[config.mk]
export PLATFORM = sky130hd
export DESIGN_NAME = id_ex_stage
export DESIGN_NICKNAME = d
export VERILOG_FILES = /design/src/rtl/cpu_pkg.sv /design/src/rtl/hazard_detect.sv /design/src/rtl/id_ex_stage.sv
export SDC_FILE = /design/constraint.sdc
export NUM_CORES = 1
export LEC_CHECK = 0
export ABC_AREA = 1
export CORE_MARGIN = 4
export CORE_UTILIZATION = 36
export CTS_CLUSTER_DIAMETER = 200
export DETAILED_ROUTE_END_ITERATION = 10
export PLACE_DENSITY_LB_ADDON = 0.12
export SYNTH_ARGS = -nofsm -noshare
export SYNTH_HDL_FRONTEND = slang
export SYNTH_HIERARCHICAL = 1
export SYNTH_SLANG_ARGS = --single-unit
[constraint.sdc]
create_clock -name CLK -period 5.1 [get_ports CLK]
set_input_delay 1.02 -clock CLK [delete_from_list [all_inputs] [get_ports CLK]]
set_output_delay 1.02 -clock CLK [all_outputs]
set_load 0.05 [all_outputs]
[src/rtl/cpu_pkg.sv]
// Shared pipeline definitions: ALU op encodings, register-0 constant, datapath width
// and the control bundle that a bubble loads into EX.
package cpu_pkg;

  localparam int DATA_W = 32;
  localparam logic [4:0] REG_ZERO = 5'd0;

  typedef enum logic [3:0] {
    ALU_ADD = 4'd0,
    ALU_SUB = 4'd1,
    ALU_AND = 4'd2,
    ALU_OR  = 4'd3,
    ALU_XOR = 4'd4,
    ALU_SLT = 4'd5,
    ALU_SLL = 4'd6,
    ALU_SRL = 4'd7,
    ALU_SRA = 4'd8,
    ALU_LUI = 4'd9
  } aluOp_e;

  typedef enum logic [1:0] {
    BYP_REG = 2'd0,
    BYP_EX  = 2'd1,
    BYP_MEM = 2'd2
  } bypSel_e;

  typedef struct packed {
    logic       valid;
    logic       regShouldWrite;
    logic       memRead;
    logic       memWrite;
    logic [3:0] aluOp;
  } exCtrl_t;

  localparam exCtrl_t BUBBLE_CTRL = '0;

endpackage

[src/rtl/hazard_detect.sv]
// Combinational load-use stall and operand bypass selection for the ID/EX boundary.
module hazard_detect
  import cpu_pkg::*;
(
  input  logic       idValid,
  input  logic [4:0] idRs,
  input  logic [4:0] idRt,
  input  logic       idUsesRt,
  input  logic       exValid,
  input  logic       exRegShouldWrite,
  input  logic       exMemRead,
  input  logic [4:0] exWriteReg,
  input  logic       memValid,
  input  logic       memRegShouldWrite,
  input  logic [4:0] memWriteReg,
  input  logic       exFlush,
  output logic       stall,
  output bypSel_e    selRs,
  output bypSel_e    selRt
);

  logic exFwdOk;
  logic memFwdOk;
  logic loadUse;

  // A load in EX has no result yet, so it can never be the EX bypass source.
  assign exFwdOk  = exValid && exRegShouldWrite && !exMemRead && (exWriteReg != REG_ZERO);
  assign memFwdOk = memValid && memRegShouldWrite && (memWriteReg != REG_ZERO);

  always_comb begin
    selRs = BYP_REG;
    selRt = BYP_REG;
    if (exFwdOk && (exWriteReg == idRs))        selRs = BYP_EX;
    else if (memFwdOk && (memWriteReg == idRs)) selRs = BYP_MEM;
    if (exFwdOk && (exWriteReg == idRt))        selRt = BYP_EX;
    else if (memFwdOk && (memWriteReg == idRt)) selRt = BYP_MEM;
  end

  assign loadUse = exValid && exMemRead && (exWriteReg != REG_ZERO) &&
                   ((exWriteReg == idRs) || (idUsesRt && (exWriteReg == idRt)));

  assign stall = idValid && loadUse && !exFlush;

endmodule

[src/rtl/id_ex_stage.sv]
// ID/EX pipeline register with capture-time bypassing, load-use bubble insertion,
// branch flush and a saturating stall counter.
module id_ex_stage
  import cpu_pkg::*;
#(
  parameter int W    = DATA_W,
  parameter int CNTW = 16
) (
  input  logic            CLK,
  input  logic            Reset,
  input  logic            id_valid,
  input  logic [W-1:0]    id_pc,
  input  logic [4:0]      id_rs,
  input  logic [4:0]      id_rt,
  input  logic [4:0]      id_rd,
  input  logic            id_usesRt,
  input  logic [W-1:0]    readData1,
  input  logic [W-1:0]    readData2,
  input  logic [W-1:0]    id_imm,
  input  logic            id_regShouldWrite,
  input  logic            id_regToWrite,
  input  logic            id_memRead,
  input  logic            id_memWrite,
  input  logic            id_aluSrc,
  input  logic [3:0]      id_aluOp,
  input  logic [W-1:0]    ex_aluResult,
  input  logic            mem_valid,
  input  logic            mem_regShouldWrite,
  input  logic [4:0]      mem_writeReg,
  input  logic [W-1:0]    mem_result,
  input  logic            ex_flush,
  output logic            stall,
  output logic            ex_valid,
  output logic [W-1:0]    ex_pc,
  output logic [W-1:0]    ex_opA,
  output logic [W-1:0]    ex_opB,
  output logic [W-1:0]    ex_storeData,
  output logic [4:0]      ex_writeReg,
  output logic            ex_regShouldWrite,
  output logic            ex_memRead,
  output logic            ex_memWrite,
  output logic [3:0]      ex_aluOp,
  output logic [CNTW-1:0] stall_count
);

  bypSel_e      selRs;
  bypSel_e      selRt;
  logic [W-1:0] fwdRs;
  logic [W-1:0] fwdRt;
  logic [4:0]   idWriteReg;
  logic         capture;

  hazard_detect u_hazard (
    .idValid           (id_valid),
    .idRs              (id_rs),
    .idRt              (id_rt),
    .idUsesRt          (id_usesRt),
    .exValid           (ex_valid),
    .exRegShouldWrite  (ex_regShouldWrite),
    .exMemRead         (ex_memRead),
    .exWriteReg        (ex_writeReg),
    .memValid          (mem_valid),
    .memRegShouldWrite (mem_regShouldWrite),
    .memWriteReg       (mem_writeReg),
    .exFlush           (ex_flush),
    .stall             (stall),
    .selRs             (selRs),
    .selRt             (selRt)
  );

  always_comb begin
    case (selRs)
      BYP_EX:  fwdRs = ex_aluResult;
      BYP_MEM: fwdRs = mem_result;
      default: fwdRs = readData1;
    endcase
    case (selRt)
      BYP_EX:  fwdRt = ex_aluResult;
      BYP_MEM: fwdRt = mem_result;
      default: fwdRt = readData2;
    endcase
  end

  assign idWriteReg = id_regToWrite ? id_rd : id_rt;
  assign capture    = id_valid && !stall && !ex_flush;

  always_ff @(posedge CLK or posedge Reset) begin
    if (Reset) begin
      {ex_valid, ex_regShouldWrite, ex_memRead, ex_memWrite, ex_aluOp} <= BUBBLE_CTRL;
      ex_pc        <= '0;
      ex_opA       <= '0;
      ex_opB       <= '0;
      ex_storeData <= '0;
      ex_writeReg  <= REG_ZERO;
    end else if (!capture) begin
      {ex_valid, ex_regShouldWrite, ex_memRead, ex_memWrite, ex_aluOp} <= BUBBLE_CTRL;
      ex_pc        <= '0;
      ex_opA       <= '0;
      ex_opB       <= '0;
      ex_storeData <= '0;
      ex_writeReg  <= REG_ZERO;
    end else begin
      ex_valid          <= 1'b1;
      ex_regShouldWrite <= id_regShouldWrite;
      ex_memRead        <= id_memRead;
      ex_memWrite       <= id_memWrite;
      ex_aluOp          <= id_aluOp;
      ex_pc             <= id_pc;
      ex_opA            <= fwdRs;
      ex_opB            <= id_aluSrc ? id_imm : fwdRt;
      ex_storeData      <= fwdRt;
      ex_writeReg       <= idWriteReg;
    end
  end

  always_ff @(posedge CLK or posedge Reset) begin
    if (Reset)                              stall_count <= '0;
    else if (stall && (stall_count != '1))  stall_count <= stall_count + CNTW'(1);
  end

endmodule

Word-level counts from Yosys, hierarchy flattened
Cells that the tools add are included.
Widths: inputs -> output; s select.
Word-level totals
  bits in registers: 157
  bits of input ports: 228
  output and inout port bits: 158
  word-level logic and storage cells: 63
Cells by class
  add/sub/neg operators: 1
  equal/unequal tests: 9
  mux-type cells: 18
  reductions and logical operators: 24
Operators with widths (count)
  $mux 32: 5
  $pmux 32 s2: 2
  $eq 5x5->1: 4
  $logic_and 1x1->1: 18
  $add 16x1->16 const B: 1
  $ne 16x16->1 const B: 1
  $mux 5: 2
  $reduce_bool 5->1: 2
  $mux 2: 4
  $eq 2x1->1 const B: 2
  $eq 2x2->1 const B: 2
  $mux 1: 4
  $mux 4: 1
  $logic_not 1->1: 3
  $logic_or 1x1->1: 1

Logic depth before layout (Yosys ltp)
  word-level depth: 10
  gate-level depth with buffers: 14
  depth with buffers taken out: 14

Hierarchy
The synthesis kept the hierarchy.
Modules (own cells, without submodules)
  id_ex_stage: times used 1, cells each 790, area an instance 6766.5 µm², sequential area each 3928.8 µm²
  hazard_detect: times used 1, cells each 68, area an instance 365.4 µm², sequential area each 0.0 µm²

Worst setup path after synthesis
Ideal clock, no wire load.
  path type: input-to-output
  start point: in id_rs[3]
  end point: out stall
  arrival: 2.336 ns
  required time: 4.080 ns
  slack: 1.744 ns
  cell stages on the path: 4
  cell sequence: xor2_1 -> nor2_1 -> nand3_1 -> a21oi_1
On the way
  word-level cells in the longest chain between the ends: 5
Ends and longest elaborated chain
  start: declaration: RTL line id_ex_stage.sv:13  | input logic [4:0] id_rs,
  $eq 5x5->1: RTL line hazard_detect.sv:40  | ((exWriteReg == idRs) || (idUsesRt && (exWriteReg == idRt)));
  $logic_or 1x1->1: RTL line hazard_detect.sv:40
  $logic_and 1x1->1: RTL line hazard_detect.sv:39  | assign loadUse = exValid && exMemRead && (exWriteReg != REG_ZERO) &&
  $logic_and 1x1->1 (2 in a row): RTL line hazard_detect.sv:42  | assign stall = idValid && loadUse && !exFlush;
  end: declaration: RTL line id_ex_stage.sv:32  | output logic stall,
No other way between the ends.

Worst setup path in the final report
  start point: in id_rt[2]
  end point: out stall
On the way
  word-level cells in the longest chain between the ends: 6
Ends and longest elaborated chain
  start: declaration: RTL line id_ex_stage.sv:14  | input logic [4:0] id_rt,
  $eq 5x5->1: RTL line hazard_detect.sv:40
  $logic_and 1x1->1: RTL line hazard_detect.sv:40
  $logic_or 1x1->1: RTL line hazard_detect.sv:40
  $logic_and 1x1->1: RTL line hazard_detect.sv:39
  $logic_and 1x1->1 (2 in a row): RTL line hazard_detect.sv:42
No other way between the ends.

==> impl_metrics.json <==
{
  "final_cell_mix": "385 x clkdlybuf4s50_1, 179 x nand2_1, 157 x dfrtp_1",
  "num_vias": 7307,
  "fin_skew_ns": 0.0172,
  "cp_max_fo": 4,
  "fin_ws_ns": 0.974,
  "ctsLongestPathBuffers": 2,
  "postCtsResizedCells": 0,
  "root_buffer": "clkbuf_16",
  "mostFrequentLayoutCell": "clkdlybuf4s50_1",
  "grt_pass1_wl_mm": 42.3,
  "grt-ovfl-total": 0,
  "grt_pass1_vias": 7384,
  "synth_cells": 858,
  "p_per_area_nw_per_um2": 272,
  "die_width_um": 149,
  "htree_num_levels": 4,
  "max_slew_margin": 0.296,
  "worst_pin_slew_ns": 1.06,
  "cts_setup_buffers": 0,
  "grt_max_degree": 80,
  "pre_cts_slack_ns": 0.993,
  "clk_latency_ns": 0.44,
  "syn_avg_cell_area_um2": 8.31,
  "layout.nets": 1463,
  "numCtsBuffers": 17,
  "syn2layout_area_growth_pct": 66.2,
  "drc": 0,
  "synthFlopType": "dfrtp_1",
  "tns_ns": 0,
  "p_leak_nw": 5.11,
  "utilization": 0.609,
  "routed_wl_mm": 27.9,
  "rows": 51,
  "yosysWarnings": 6,
  "outcome": "completed",
  "die_area_um2": 22100,
  "via_per_inst": 4.84,
  "dpl.hpwl_mm": 20.7,
  "whs_path_depth": 1,
  "setup-violations-final": 0,
  "arrival_ns": 3.11,
  "max_clock_freq_mhz": 242,
  "synth_seq_cells": 157,
  "cts_tree": "done",
  "clock-sinks": 157,
  "die_h_um": 149,
  "synth.cell_area_um2": 7130,
  "final_max_slew_viol_count": 0,
  "antenna_found_initial": 3,
  "initial_core_util": 0.366,
  "drtIter0Drc": 403,
  "synth_edf_count": 0,
  "start_kind": "input pin",
  "crit_required_ns": 4.08,
  "min_period_ns": 4.13,
  "drtPass1Iterations": 5,
  "hold_buffers": 0,
  "drive_gt1_frac": 0.0523,
  "fin_crit_sh": 0.809,
  "gp_congestion": 0.908,
  "path_class": "input pin to output pin",
  "clkTransAtPathRegs_ns": 0.06,
  "mappedNetlistNets": 1091,
  "port_buffers": 385,
  "fp.coreArea_um2": 19500,
  "grt_use_total": 0.252,
  "ant_nets": 0,
  "reg2regPathDepth": 11,
  "wl_per_cell_um": 18.5,
  "ys_types": 24,
  "hold_path.class": "register to register",
  "rsz0062_at_grt": "no",
  "cap_violations": 0,
  "cp-end-kind": "output pin",
  "totalPowerFinal_mw": 3.22,
  "worst_ir_drop_vdd_v": 0.000222,
  "final-hold-violation-count": 0,
  "seq_area_frac_synth": 0.551,
  "ios": 386,
  "async_reset_ff_frac": 1.00
}
## state kept, by name, indices dropped and copies added (netlist names), 4 cells and up
| register | count |
|---|---|
| ex_aluOp | 4 |
| ex_opA | 32 |
| ex_opB | 32 |
| ex_pc | 32 |
| ex_storeData | 32 |
| ex_writeReg | 5 |
| stall_count | 16 |
## worst paths after layout
check / startpoint / slack, ns / end
max: id_rt[2] / 0.97 / stall
min reg2reg: stall_count[10] / 0.53 / stall_count[10]
min: stall_count[10] / 0.53 / stall_count[10]
max reg2reg: ex_writeReg[3] / 2.30 / ex_opB[6]
min in group asynchronous: Reset / 1.14 / ex_pc[20]
max in group asynchronous: Reset / 2.91 / ex_opA[26]
## layer usage
layer,track usage,share of wire,up-vias,wire length (µm)
li1,-,-,3504,-
met1,0.307,0.38,3417,10600
met2,0.421,0.50,334,13900
met3,0.0735,0.092,52,2580
met4,0.101,0.034,0,946
met5,0,0,-,0
## area by class of cell
class                   count  area (µm²)
flip-flops and latches    157        3930
well taps                 265         332
fillers                  1745        7610
multi-input cells         578        2720
diodes                      3        7.51
clock buffers              19         443
clock inverters            13         158
repair buffers            399        3970
inverters                  77         294
## worst max-delay path, stage by stage
cell and delay [ns]:
clkdlybuf4s50_1 0.56, inv_1 0.06, nand2_1 0.05, nand2_1 0.06
nor2_2 0.11, nand4_1 0.09, a21oi_1 0.26, clkdlybuf4s50_1 0.89
## where the power goes
| part | internal (mW) | switching [mW] | leakage (nW) |
|---|---|---|---|
| Sequential | 1.29 | 0.0179 | 2.10 |
| Combinational | 0.269 | 0.341 | 2.73 |
| Clock | 0.747 | 0.558 | 0.284 |
## logic make-up (layout without fill, tap and decap cells)
| family | count (synthesis) | in the layout | share of synthesized area |
|---|---|---|---|
| and+or+nand+nor | 350 | 350 | 0.205 |
| buffers and inverters | 123 | 508 | 0.0688 |
| adders and majority gates | 5 | 5 | 0.00877 |
| AOI/OAI and AO/OA | 204 | 204 | 0.144 |
| other | 0 | 3 | 0 |
| DFF | 157 | 157 | 0.551 |
| xor gates and xnor gates | 19 | 19 | 0.0233 |
## cells in the mapped netlist, types with 4 or more instances
library cell | n | area [µm²]
nand4_1 | 8 | 50.1
nand2_1 | 179 | 672
nand3_1 | 43 | 215
buf_2 | 16 | 80.1
ha_1 | 5 | 62.6
nand3b_1 | 5 | 37.5
xnor2_1 | 8 | 70.1
nor2_1 | 100 | 375
nor2_2 | 6 | 37.5
a21oi_1 | 103 | 515
dfrtp_1 | 157 | 3930
clkbuf_1 | 28 | 105
xor2_1 | 11 | 96.3
o21ai_1 | 8 | 40.0
inv_1 | 72 | 270
inv_2 | 4 | 15.0
o21ai_0 | 92 | 460
## through the flow
step	hold WS (ns)	instance area, µm²	instances
after floorplan	0.772	7140	858
after global placement	0.514	11200	1476
after detailed placement	0.530	11200	1476
after CTS	0.544	11800	1508
after global routing	0.573	11900	1511
final	0.529	11900	1511
Note: power is estimated with default switching activity, not from simulation.
